[src/rtl/pixel_serializer_pkg.sv]
// Shared encodings, line FSM states and mode helpers for pixel_serializer.
package pixel_serializer_pkg;

  localparam logic [1:0] BPP_1 = 2'b00;
  localparam logic [1:0] BPP_2 = 2'b01;
  localparam logic [1:0] BPP_4 = 2'b10;

  localparam logic [1:0] SCALE_1 = 2'b00;
  localparam logic [1:0] SCALE_2 = 2'b01;
  localparam logic [1:0] SCALE_4 = 2'b10;
  localparam logic [1:0] SCALE_8 = 2'b11;

  typedef enum logic [1:0] {IDLE, ARMED, RUN, DONE} state_t;

  // Mode 11 is reserved and behaves as 2bpp.
  function automatic int bpp_of(input logic [1:0] mode);
    case (mode)
      BPP_1:   return 1;
      BPP_2:   return 2;
      BPP_4:   return 4;
      default: return 2;
    endcase
  endfunction

  function automatic int slots_of(input logic [1:0] mode, input int data_w);
    return data_w / bpp_of(mode);
  endfunction

endpackage

[src/rtl/pixser_hold_buf.sv]
// One-entry valid/ready holding register between the VRAM fetch sequencer
// and the pixel shifter; flush empties it and blocks acceptance that cycle.
module pixser_hold_buf #(
  parameter int DATA_W = 8
) (
  input  logic              pixel_clock,
  input  logic              reset,
  input  logic              flush,
  input  logic              in_valid,
  input  logic [DATA_W-1:0] in_data,
  output logic              in_ready,
  input  logic              take,
  output logic              full,
  output logic [DATA_W-1:0] data
);

  assign in_ready = ~full & ~flush;

  // take only happens while full, and in_ready is low while full, so the
  // two never collide.
  always_ff @(posedge pixel_clock or posedge reset) begin
    if (reset) begin
      full <= 1'b0;
      data <= '0;
    end else if (flush) begin
      full <= 1'b0;
      data <= '0;
    end else if (take) begin
      full <= 1'b0;
    end else if (in_valid && in_ready) begin
      full <= 1'b1;
      data <= in_data;
    end
  end

endmodule

[src/rtl/pixel_serializer.sv]
// VRAM-byte to palette-index serializer (1/2/4 bpp, 1..8x horizontal repeat).
// Optional PIXEL_SERIALIZER_UNDERRUN_CNT_EN adds a saturating underrun_cnt.
module pixel_serializer
  import pixel_serializer_pkg::*;
#(
  parameter int DATA_W     = 8,
  parameter int IDX_W      = 4,
  parameter int BG_DEFAULT = 0
) (
  input  logic              pixel_clock,
  input  logic              reset,
  input  logic              line_start,
  input  logic              active,
  input  logic [1:0]        bpp_mode,
  input  logic [1:0]        scale_sel,
  input  logic              code_valid,
  input  logic [DATA_W-1:0] pixel_code,
  output logic              code_ready,
  output logic [IDX_W-1:0]  pixel_bit,
  output logic              pixel_valid,
  output logic              underrun
`ifdef PIXEL_SERIALIZER_UNDERRUN_CNT_EN
  ,
  output logic [15:0]       underrun_cnt
`endif
);

  localparam int SLOT_W = $clog2(DATA_W + 1);
  localparam logic [IDX_W-1:0] BG_IDX = IDX_W'(BG_DEFAULT);
  localparam logic [SLOT_W-1:0] SLOTS_1 = SLOT_W'(slots_of(BPP_1, DATA_W));
  localparam logic [SLOT_W-1:0] SLOTS_2 = SLOT_W'(slots_of(BPP_2, DATA_W));
  localparam logic [SLOT_W-1:0] SLOTS_4 = SLOT_W'(slots_of(BPP_4, DATA_W));

  state_t            state, state_next;
  logic [1:0]        bpp_q, scale_q;
  logic [DATA_W-1:0] shift_reg, hold_data, cur;
  logic [SLOT_W-1:0] slot_cnt, slot_base, slot_load;
  logic [2:0]        rep_cnt, rep_last, shift_by;
  logic              hold_full, produce, need_load, do_load, starve;
  logic              rep_wrap, emit_bg;
  logic [3:0]        top4;
  logic [IDX_W-1:0]  cur_idx;

  pixser_hold_buf #(.DATA_W(DATA_W)) u_hold (
    .pixel_clock (pixel_clock),
    .reset       (reset),
    .flush       (line_start),
    .in_valid    (code_valid),
    .in_data     (pixel_code),
    .in_ready    (code_ready),
    .take        (do_load),
    .full        (hold_full),
    .data        (hold_data)
  );

  always_ff @(posedge pixel_clock or posedge reset) begin
    if (reset) state <= IDLE;
    else       state <= state_next;
  end

  always_comb begin
    state_next = state;
    if (line_start) begin
      state_next = ARMED;
    end else begin
      case (state)
        ARMED:   if (active)  state_next = RUN;
        RUN:     if (!active) state_next = DONE;
        default: state_next = state;
      endcase
    end
  end

  // The first active cycle after ARMED already emits a pixel.
  assign produce   = active && !line_start && (state == ARMED || state == RUN);
  assign need_load = (slot_cnt == '0) && (rep_cnt == '0);
  assign do_load   = produce && need_load && hold_full;
  assign starve    = produce && need_load && !hold_full;
  assign rep_wrap  = (rep_cnt == rep_last);
  assign emit_bg   = (slot_cnt == '0) && !do_load;
  assign cur       = do_load ? hold_data : shift_reg;
  assign top4      = cur[DATA_W-1 -: 4];
  assign slot_base = do_load ? slot_load : slot_cnt;

  always_comb begin
    rep_last = 3'd0;
    case (scale_q)
      SCALE_1: rep_last = 3'd0;
      SCALE_2: rep_last = 3'd1;
      SCALE_4: rep_last = 3'd3;
      SCALE_8: rep_last = 3'd7;
      default: rep_last = 3'd0;
    endcase
  end

  always_comb begin
    cur_idx   = IDX_W'(top4[3:2]);
    shift_by  = 3'd2;
    slot_load = SLOTS_2;
    case (bpp_q)
      BPP_1: begin
        cur_idx   = IDX_W'(top4[3]);
        shift_by  = 3'd1;
        slot_load = SLOTS_1;
      end
      BPP_4: begin
        cur_idx   = IDX_W'(top4);
        shift_by  = 3'd4;
        slot_load = SLOTS_4;
      end
      default: begin
        cur_idx   = IDX_W'(top4[3:2]);
        shift_by  = 3'd2;
        slot_load = SLOTS_2;
      end
    endcase
  end

  // During an underrun slot slot_cnt stays 0 while rep_cnt runs, so the
  // load is retried exactly at the next slot boundary.
  always_ff @(posedge pixel_clock or posedge reset) begin
    if (reset) begin
      bpp_q       <= BPP_1;
      scale_q     <= SCALE_1;
      shift_reg   <= '0;
      slot_cnt    <= '0;
      rep_cnt     <= '0;
      underrun    <= 1'b0;
      pixel_valid <= 1'b0;
      pixel_bit   <= BG_IDX;
    end else if (line_start) begin
      bpp_q       <= bpp_mode;
      scale_q     <= scale_sel;
      shift_reg   <= '0;
      slot_cnt    <= '0;
      rep_cnt     <= '0;
      underrun    <= 1'b0;
      pixel_valid <= 1'b0;
      pixel_bit   <= BG_IDX;
    end else begin
      pixel_valid <= produce;
      pixel_bit   <= (produce && !emit_bg) ? cur_idx : BG_IDX;
      if (starve) underrun <= 1'b1;
      if (produce) begin
        rep_cnt <= rep_wrap ? 3'd0 : rep_cnt + 3'd1;
        if (do_load || slot_cnt != '0) begin
          shift_reg <= rep_wrap ? (cur << shift_by) : cur;
          slot_cnt  <= rep_wrap ? slot_base - 1'b1 : slot_base;
        end
      end
    end
  end

`ifdef PIXEL_SERIALIZER_UNDERRUN_CNT_EN
  always_ff @(posedge pixel_clock or posedge reset) begin
    if (reset)                               underrun_cnt <= '0;
    else if (starve && underrun_cnt != '1)   underrun_cnt <= underrun_cnt + 16'd1;
  end
`endif

endmodule
[config.mk]
export PLATFORM = sky130hd
export DESIGN_NAME = pixel_serializer
export DESIGN_NICKNAME = d
export VERILOG_FILES = /design/src/rtl/pixel_serializer_pkg.sv /design/src/rtl/pixser_hold_buf.sv /design/src/rtl/pixel_serializer.sv
export SDC_FILE = /design/constraint.sdc
export NUM_CORES = 1
export LEC_CHECK = 0
export ABC_AREA = 1
export BUFFER_PORTS_ARGS = -buffer_cell sky130_fd_sc_hd__buf_4
export CAP_MARGIN = 30
export CORE_AREA = 2 2 93 95
export CTS_CLUSTER_SIZE = 16
export DETAILED_ROUTE_END_ITERATION = 8
export DIE_AREA = 0 0 95 97
export PLACE_DENSITY_LB_ADDON = 0.15
export SKIP_LAST_GASP = 1
export SLEW_MARGIN = 30
export SYNTH_ARGS = -nofsm -noshare
export SYNTH_HDL_FRONTEND = slang
export SYNTH_SLANG_ARGS = --single-unit
[constraint.sdc]
create_clock -name pixel_clock -period 3.8 [get_ports pixel_clock]
set_input_delay 0.76 -clock pixel_clock [delete_from_list [all_inputs] [get_ports pixel_clock]]
set_output_delay 0.76 -clock pixel_clock [all_outputs]
set_load 0.02 [all_outputs]
==> results.toml, run 1 <==
[clocking]
clkSinkCount = 36
cts_buffers = 5
post_cts_buffers = 0
clock_latency_ns = 0.29
ctsHoldBuffers = 0
cts.htree.levels = 2
root_buffer = "clkbuf_8"
cts.clk_slew.worst_paths_ns = 0.08
cts_max_path_buffers = 2
cts_tree = "built"
cts.repair.resized = 0

[timing]
timing.setup.tns_ns = 0
setup_viol = 0
rsz0062_at_grt = "no"
hold_viol_final = 0
relSlewSlack_pct = 64.4
fmax_mhz = 440
fin_skew_ns = 0.0101
slew_violations = 0
finalCriticalPeriod_ns = 2.27
tightest_slew_ns = 0.533
fin_crit_sh_pct = 59.8

[global_routing]
grt_pass1_wl_mm = 8.61
antenna_found_initial = 0
grt_pass1_vias = 1674
gr-total-overflow = 0
grt_max_degree = 37
gr-usage-all-layers_pct = 11.9

[pwr]
powerDensity_nw_per_um2 = 376
power_frac_clock_pct = 32.3
internal_power_uw = 620
p_leak_nw = 1.25
seqPwrFrac_pct = 46.5
switching_share_pct = 32.3
p_comb_share_pct = 21.2
p_sw_uw = 296
ir_worst_vdd_mv = 0.145

[drt]
drc = 0
drt-initial-drc-count = 98
wl_met2_mm = 2.26
routed_wl_mm = 5.08
wl_met1_mm = 2.56
ant_nets = 0
wl_met3_um = 193
viasPerCell = 4.35
routed.top_layer = "met4"
dr_total_vias = 1776
avgRoutedWirePerCell_um = 12.4
firstDrtPassIters = 4

[logic_synthesis]
yosysTopAreaCell = "dfrtp_1"
syn_avg_cell_area_um2 = 7.47
synth_nets = 297
yosysTopAreaCellShare_pct = 43.7
yosys_register_bits = 36
synth_flop_cell = "dfrtp_1"
syn_area_um2 = 2060
synthArstFlopShare_pct = 100
synth_edf_count = 0
syn_inst = 276
synthDistinctLibCells = 30
synth_seq_area_share_pct = 43.7
yosysWarnings = 0
synthTopCellsByArea = "dfrtp_1, nand2_1, nand3_1"

[setup_path]
path_max_fanout = 14
end_kind = "output port"
crit_top_cell = "buf_4"
cp_top_family = "buffers and inverters"
crit_chain = "buf_4 > nor2_2 > buf_4"
cp.required_ns = 3.04
cpPeakStageDelay_ns = 0.36
cp-start-kind = "input pin"
cp.depth = 3
slowest_stage = "nor2_2"
r2r_start = "state[0]$_DFFE_PP0P_"
crit_buf_inv = 2
critPathArrivalTime_ns = 1.51
cp-startpoint = "line_start"
reg2reg_slack_ns = 1.81
worstSetupPathType = "input pin to output port"
rr_worst_depth = 12

[final_layout]
ff_latch_area_um2 = 901
fillers = 876
num_antenna_cells = 0
fin_nets = 323
finish.utilization_pct = 30.0
syn2layout_area_growth_pct = 18.3
multi_input_area_um2 = 991
drive_gt1_share_pct = 16.8

[floorplan]
num_rows = 33
start_util_pct = 25.3
die_width_um = 95
num_io_pins = 24
dieHeight_um = 97
fp.coreArea_um2 = 8130
fp.dieArea_um2 = 9220

[placed_design]
io_buffers = 23
post-dp-hpwl_mm = 3.75
place_congestion = 0.873

[flow_run]
cap_violations = 0

[hold_path]
worstHoldStart = "shift_reg[0]$_DFFE_PP0P_"
hp-class = "register to register"
min_path_cells = 2

[run_status]
status = "finished clean"
==> cells in the mapped netlist (2+ instances only) <==
master / n
clkbuf_1: 2
nand2_2: 2
o21ai_0: 12
o211ai_1: 2
nor2_1: 16
nand4_1: 6
inv_1: 31
xnor2_1: 2
o22ai_1: 2
nand3_1: 37
o21ai_1: 5
inv_2: 6
dfrtp_1: 36
ha_1: 4
o21ai_2: 2
nor2_2: 2
nand2_1: 89
nand2_4: 2
a21oi_1: 5
nor2_4: 3
==> power by group through the flow <==
| stage | Combinational [mW] | Clock [mW] | Sequential (mW) |
|---|---|---|---|
| after global routing | 0.221 | 0.323 | 0.429 |
| after floorplan | 0.144 | 0 | 0.429 |
| after detailed placement | 0.196 | 0 | 0.433 |
| after global placement | 0.197 | 0 | 0.434 |
| after CTS | 0.198 | 0.305 | 0.426 |
| final | 0.194 | 0.296 | 0.426 |
==> worst register-to-register path: stages, from the launching register on <==
cell and delay (ns):
dfrtp_1 0.35, inv_1 0.06, ha_1 0.36, nor2_8 0.23, nand3_4 0.21, nand2_2 0.16
nand2_4 0.10, nand2_4 0.12, inv_2 0.10, nand2_1 0.08, nand2_1 0.04, inv_1 0.04
nand2_1 0.04
==> layer usage <==
layer	GRT usage, %	up-vias
li1	-	932
met3	2.10	5
met4	3.68	0
met5	0	-
met1	17.9	802
met2	17.2	37
==> stage by stage <==
step | setup slack [ns] | hold WS, ns | cells | instance area, um^2 | total power [mW]
2_1_floorplan | 1.92 | 0.442 | 276 | 2060 | 0.573
3_3_place_gp | 1.36 | 0.471 | 400 | 2350 | 0.631
3_5_place_dp | 1.31 | 0.471 | 400 | 2350 | 0.630
4_1_cts | 1.52 | 0.494 | 408 | 2440 | 0.929
5_1_grt | 1.46 | 0.528 | 408 | 2440 | 0.973
6_report | 1.53 | 0.489 | 408 | 2440 | 0.916
==> layout make-up <==
cell class / count / share of cell area [%]
sequential: 36 / 36.9
multi-input combinational: 197 / 40.6
tap: 105 / 5.38
clock buffer: 7 / 3.54
clock inverter: 1 / 0.308
inverter: 38 / 5.85
timing repair buffer: 24 / 7.38
==> kinds of logic after synthesis <==
group	after synthesis	share of synthesized area [%]
buffers and inverters	43	8.25
adder cells (fa/ha/maj)	4	2.43
AO/OA/AOI/OAI	30	8.25
XOR/XNOR	2	0.850
flip-flops	36	43.7
AND/OR/NAND/NOR	161	36.5
==> worst paths after layout <==
kind                                                  to
worst min register to register  shift_reg[0]$_DFFE_PP0P_
min in group asynchronous         scale_q[0]$_DFFE_PP0P_
worst max register to register  shift_reg[6]$_DFFE_PP0P_
worst max-delay path                          code_ready
worst min-delay path            shift_reg[0]$_DFFE_PP0P_
max in group asynchronous        slot_cnt[3]$_DFFE_PP0P_
==> placed cells by master (no fill, tap or decap), drive strengths merged <==
| cell | synthesis | layout |
|---|---|---|
| a21oi | 5 | 5 |
| buf | 3 | 24 |
| clkbuf | 2 | 7 |
| clkinv | 1 | 1 |
| clkinvlp | 0 | 1 |
| dfrtp | 36 | 36 |
| ha | 4 | 4 |
| inv | 37 | 37 |
| nand2 | 93 | 93 |
| nand3 | 38 | 38 |
| nand4 | 7 | 7 |
| nor2 | 22 | 22 |
| nor3 | 1 | 1 |
| o211ai | 2 | 2 |
| o21ai | 19 | 19 |
| o21bai | 1 | 1 |
| o22ai | 2 | 2 |
| o31ai | 1 | 1 |
| xnor2 | 2 | 2 |
Note: power is estimated with default switching activity, not from simulation.
==> run 2: changes to the inputs <==
clock period = 2.3 ns   (was 3.8 ns; I/O delays follow)
==> run 2 against run 1 <==
Effect of this change: core utilization up 0.45 points; clock skew is 0.0072 ns lower; routed wire length rose by 2.2%; global-route usage grew 0.43 points; die area unchanged; first-iteration DRC count grew 29%; non-clock buffer count increased by 5; sequential share of layout area shrank 0.54 points; hold slack worse by 0.21 ns; sequential power grew 65%.
==> results.toml, run 2 (synthesized netlist as in run 1, its figures left out) <==
[setup_path]
cp-start-kind = "register"
cp.depth = 13
path_max_fanout = 10
slowest_stage = "dfrtp_1"
r2r-end = "shift_reg[6]$_DFFE_PP0P_"
worstSetupPathType = "register to register"
cpPeakStageDelay_ns = 0.42
cp_top_family = "simple AND/OR/NAND/NOR gates"
reg2reg_slack_ns = 0.45
end_kind = "register"
rr_worst_depth = 13
critPathArrivalTime_ns = 2.03
crit_buf_inv = 3
cp.required_ns = 2.48
crit_top_cell = "nand2_1"
r2r_start = "rep_cnt[0]$_DFFE_PP0P_"
crit_chain = "inv_1 > ha_1 > nand2_1 > nor2_4 > nand3_4 > nand2_2 > nand2_4 > nand2_4 > inv_2 > nand2_1 > nand2_1 > inv_1 > nand2_1"

[timing]
tightest_slew_ns = 0.480
finalCriticalPeriod_ns = 1.85
worst_slack_ns = 0.452
timing.setup.tns_ns = 0
slew_violations = 0
fin_crit_sh_pct = 80.3
hold_viol_final = 0
fin_skew_ns = 0.00292
rsz0062_at_grt = "no"
fmax_mhz = 541
relSlewSlack_pct = 68.0
setup_viol = 0

[final_layout]
ff_latch_area_um2 = 901
layout_commonest_cell = "nand2_1"
final_cell_mix = "nand2_1, nand3_1, dfrtp_1"
num_antenna_cells = 0
fin_nets = 328
finish.utilization_pct = 30.4
syn2layout_area_growth_pct = 20.1
drive_gt1_share_pct = 18.5
fillers = 879
multi_input_area_um2 = 991
fin_area_um2 = 2480

[placed_design]
place_congestion = 0.814
post-dp-hpwl_mm = 3.83
dpl_cell_area_um2 = 2380
io_buffers = 23
dp_slack_ns = 0.445

[global_routing]
antenna_found_initial = 0
gr-usage-all-layers_pct = 12.3
grt_pass1_vias = 1746
grt_max_degree = 37
grt_pass1_wl_mm = 8.90
gr-total-overflow = 0

[drt]
dr_total_vias = 1833
firstDrtPassIters = 4
ant_nets = 0
viasPerCell = 4.44
drc = 0
drt-initial-drc-count = 126
routed_wl_mm = 5.19
avgRoutedWirePerCell_um = 12.6

[clocking]
cts_buffers = 5
cts_tree = "built"
clkSinkCount = 36
cts.htree.levels = 2
root_buffer = "clkbuf_8"
post_cts_buffers = 0
cts.clk_slew.worst_paths_ns = 0.08
clock_latency_ns = 0.29
cts_max_path_buffers = 2
cts.repair.resized = 0
ctsHoldBuffers = 0

[floorplan]
num_io_pins = 24
die_width_um = 95
start_util_pct = 25.3
fp.dieArea_um2 = 9220
num_rows = 33
fp.coreArea_um2 = 8130
dieHeight_um = 97

[run_status]
status = "finished clean"

[pwr]
ir_worst_vdd_mv = 0.245
fin_total_pwr_mw = 1.52
powerDensity_nw_per_um2 = 614
p_leak_nw = 1.28

[hold_path]
hp-class = "input pin to asynchronous set/reset pin"

[flow_run]
cap_violations = 0
## run 2: report_power, final
part           internal, mW  switching (mW)
Combinational         0.121           0.212
Sequential            0.669          0.0336
Clock                 0.239           0.245
Total                  1.03           0.491
## run 2: worst reg2reg max path, stage by stage, from the launching register on
cell,delay (ns)
dfrtp_1,0.42
inv_1,0.09
ha_1,0.14
nand2_1,0.08
nor2_4,0.19
nand3_4,0.17
nand2_2,0.14
nand2_4,0.10
nand2_4,0.11
inv_2,0.09
nand2_1,0.07
nand2_1,0.04
inv_1,0.04
nand2_1,0.05
## run 2: worst max-delay path by stage
stage	from	endpoint	slack (ns)
floorplan	state[0]$_DFFE_PP0P_	slot_cnt[3]$_DFFE_PP0P_	0.62
global placement	line_start	shift_reg[5]$_DFFE_PP0P_	0.47
detailed placement	rep_cnt[0]$_DFFE_PP0P_	shift_reg[6]$_DFFE_PP0P_	0.45
CTS	rep_cnt[0]$_DFFE_PP0P_	shift_reg[6]$_DFFE_PP0P_	0.43
global route	rep_cnt[0]$_DFFE_PP0P_	slot_cnt[2]$_DFFE_PP0P_	0.27
finish	rep_cnt[0]$_DFFE_PP0P_	shift_reg[6]$_DFFE_PP0P_	0.45
## run 2: cell type report
type	instances	area share (%)
Multi-Input combinational cell	197	40.0
Inverter	38	5.76
Tap cell	105	5.31
Clock inverter	2	0.404
Sequential cell	36	36.4
Clock buffer	6	3.34
Timing Repair Buffer	29	8.79
## run 2: stage by stage
stage | instances | hold slack (ns)
5_1_grt | 413 | 0.341
2_1_floorplan | 276 | 0.442
6_report | 413 | 0.275
4_1_cts | 413 | 0.297
3_5_place_dp | 405 | 0.477
3_3_place_gp | 405 | 0.467
## run 2: routing by layer
metal | track usage [%] | wire [um]
met1 | 18.0 | 2650
met2 | 18.0 | 2280
met3 | 2.49 | 166
met4 | 4.12 | 93
met5 | 0 | 0
==> run 3: changes to the inputs <==
ABC_AREA = 0   (was 1)
CORE_AREA = 2 2 90 92   (was 2 2 93 95)
DIE_AREA = 0 0 92 94   (was 0 0 95 97)
clock period = 1.6 ns   (was 2.3 ns; I/O delays follow)
==> run 3 against run 2 <==
Effect of this change: the flow now finishes with violations (setup timing); maximum frequency is 12% lower; cell count fell by 11%; register-to-register slack worse by 0.95 ns; first-iteration DRC count is 44% lower; worst setup slack got worse by 0.95 ns; non-clock buffer count up 42; count of clock-buffer cells in the layout is 1 lower; largest cell class unchanged; largest power group unchanged.
==> results.toml, run 3 <==
[run_status]
violations = "setup timing"
status = "finished with violations"

[logic_synthesis]
synthArstFlopShare_pct = 100
synth_seq_area_share_pct = 46.0
yosys_register_bits = 36
synth_nets = 222
yosysTopAreaCellShare_pct = 46.0
syn_avg_cell_area_um2 = 9.75
syn_area_um2 = 1960
synth_edf_count = 0
yosysTopAreaCell = "dfrtp_1"
synth_flop_cell = "dfrtp_1"
yosysMostFrequentCell = "dfrtp_1"
yosysWarnings = 0
synthTopCellsByArea = "dfrtp_1, mux2_2, nand2_1"
synthDistinctLibCells = 45
syn_inst = 201
synthTopCellsByCount = "dfrtp_1, nand2_1, nor2_1"

[floorplan]
dieHeight_um = 94
fp.coreArea_um2 = 7610
start_util_pct = 25.8
num_io_pins = 24
die_width_um = 92
fp.dieArea_um2 = 8650
num_rows = 32

[clocking]
cts_tree = "built"
cts.htree.levels = 2
clkSinkCount = 36
ctsHoldBuffers = 0
cts_buffers = 5
root_buffer = "clkbuf_8"
cts.clk_slew.worst_paths_ns = 0.09
clock_latency_ns = 0.30
cts_max_path_buffers = 2

[timing]
finalCriticalPeriod_ns = 2.10
timing.setup.tns_ns = -5.76
worst_slack_ns = -0.496
relSlewSlack_pct = 68.1
fin_crit_sh_pct = 131
rsz0062_at_grt = "yes"
fmax_mhz = 477
setup_viol = 16
hold_viol_final = 0
slew_violations = 0
tightest_slew_ns = 0.479
fin_skew_ns = 0.0123

[pwr]
powerDensity_nw_per_um2 = 818
ir_worst_vdd_mv = 0.327
internal_power_mw = 1.62
power_frac_clock_pct = 28.9
p_comb_share_pct = 28.1
seqPwrFrac_pct = 42.9
switching_share_pct = 31.8
p_sw_uw = 753
p_leak_nw = 1.30

[placed_design]
post-dp-hpwl_mm = 3.63
place_congestion = 0.738
dpl_cell_area_um2 = 2550
post-place-cells = 351
dp_slack_ns = -0.544
io_buffers = 23

[final_layout]
fin_nets = 287
fillers = 783
multi_input_area_um2 = 1140
fin_area_um2 = 2900
layout_commonest_cell = "buf_4"
ff_latch_area_um2 = 902
syn2layout_area_growth_pct = 47.8
final_cell_mix = "buf_4, dfrtp_1, nand2_1"
finish.utilization_pct = 38.1
num_antenna_cells = 0
final_cells = 369
drive_gt1_share_pct = 46.4

[setup_path]
cp-start-kind = "register"
worstSetupPathType = "register to register"
critPathArrivalTime_ns = 2.29
end_kind = "register"
path_max_fanout = 7
r2r_start = "state[0]$_DFFE_PP0P_"
cp-startpoint = "state[0]$_DFFE_PP0P_"
cp.required_ns = 1.79
rr_worst_depth = 10
reg2reg_slack_ns = -0.50
r2r-end = "shift_reg[4]$_DFFE_PP0P_"

[global_routing]
grt_pass1_vias = 1767
antenna_found_initial = 0
grt_pass1_wl_mm = 8.70
gr-usage-all-layers_pct = 12.7
grt_max_degree = 37
gr-total-overflow = 0

[drt]
dr_total_vias = 1707
ant_nets = 0
drt-initial-drc-count = 70
routed_wl_mm = 5.07
firstDrtPassIters = 4
drc = 0
avgRoutedWirePerCell_um = 13.7
viasPerCell = 4.63

[hold_path]
hp-class = "input pin to asynchronous set/reset pin"

[flow_run]
cap_violations = 0
[run 3: cells by family (layout without fill, tap and decap cells)]
kind of cell | count (synthesis) | count (layout) | synth area share [%]
compound gates | 53 | 53 | 17.8
mux | 18 | 18 | 9.77
simple gates | 67 | 67 | 17.9
xor+xnor | 1 | 1 | 0.447
flops | 36 | 36 | 46.0
buf+inv | 22 | 88 | 5.62
fa+ha+maj | 4 | 4 | 2.55
[run 3: worst max path at each step]
stage | to | cells after the start
2_1_floorplan | shift_reg[6]$_DFFE_PP0P_ | 9
5_1_grt | shift_reg[6]$_DFFE_PP0P_ | 9
4_1_cts | shift_reg[6]$_DFFE_PP0P_ | 9
3_3_place_gp | shift_reg[6]$_DFFE_PP0P_ | 9
6_report | shift_reg[4]$_DFFE_PP0P_ | 10
3_5_place_dp | shift_reg[6]$_DFFE_PP0P_ | 9
[run 3: cell type report]
class,count,area share [%]
Clock inverter,3,0.735
Multi-Input combinational cell,143,39.4
Inverter,9,1.17
Timing Repair Buffer,71,20.7
Clock buffer,5,2.38
Sequential cell,36,31.2
Tap cell,102,4.41
[run 3: worst max-delay path: stages (launching register included)]
cell	delay [ns]
dfrtp_1	0.39
inv_2	0.08
ha_4	0.20
nor3b_4	0.17
and3_4	0.21
buf_12	0.13
buf_4	0.11
mux2_4	0.31
nor2_4	0.08
a2111oi_2	0.05
a211o_1	0.24
[run 3: power by group through the flow]
stage | Clock, mW | Combinational, mW | Sequential, mW
floorplan | 0 | 0.331 | 1.03
global placement | 0 | 0.582 | 1.03
detailed placement | 0 | 0.582 | 1.03
CTS | 0.711 | 0.654 | 1.02
global route | 0.751 | 0.733 | 1.02
finish | 0.686 | 0.667 | 1.02
[run 3: metrics by stage]
step,power [mW],hold WS (ns)
final,2.37,0.131
after global routing,2.51,0.174
after detailed placement,1.62,0.476
after global placement,1.61,0.480
after floorplan,1.36,0.441
after CTS,2.38,0.146
[run 3: repair_timing]
action | 4_1_cts | 5_1_grt
gates resized for setup | 29 | 14
endpoints found under the setup margin | 19 | 18
pin swaps | 16 | 5
hold endpoints to repair | 0 | 0
buffers inserted | 10 | 3
[run 3: metal layers]
layer | wire length (um) | track usage [%]
met2 | 2380 | 20.3
met4 | 79 | 4.10
met3 | 150 | 2.73
met5 | 0 | 0
met1 | 2460 | 17.3
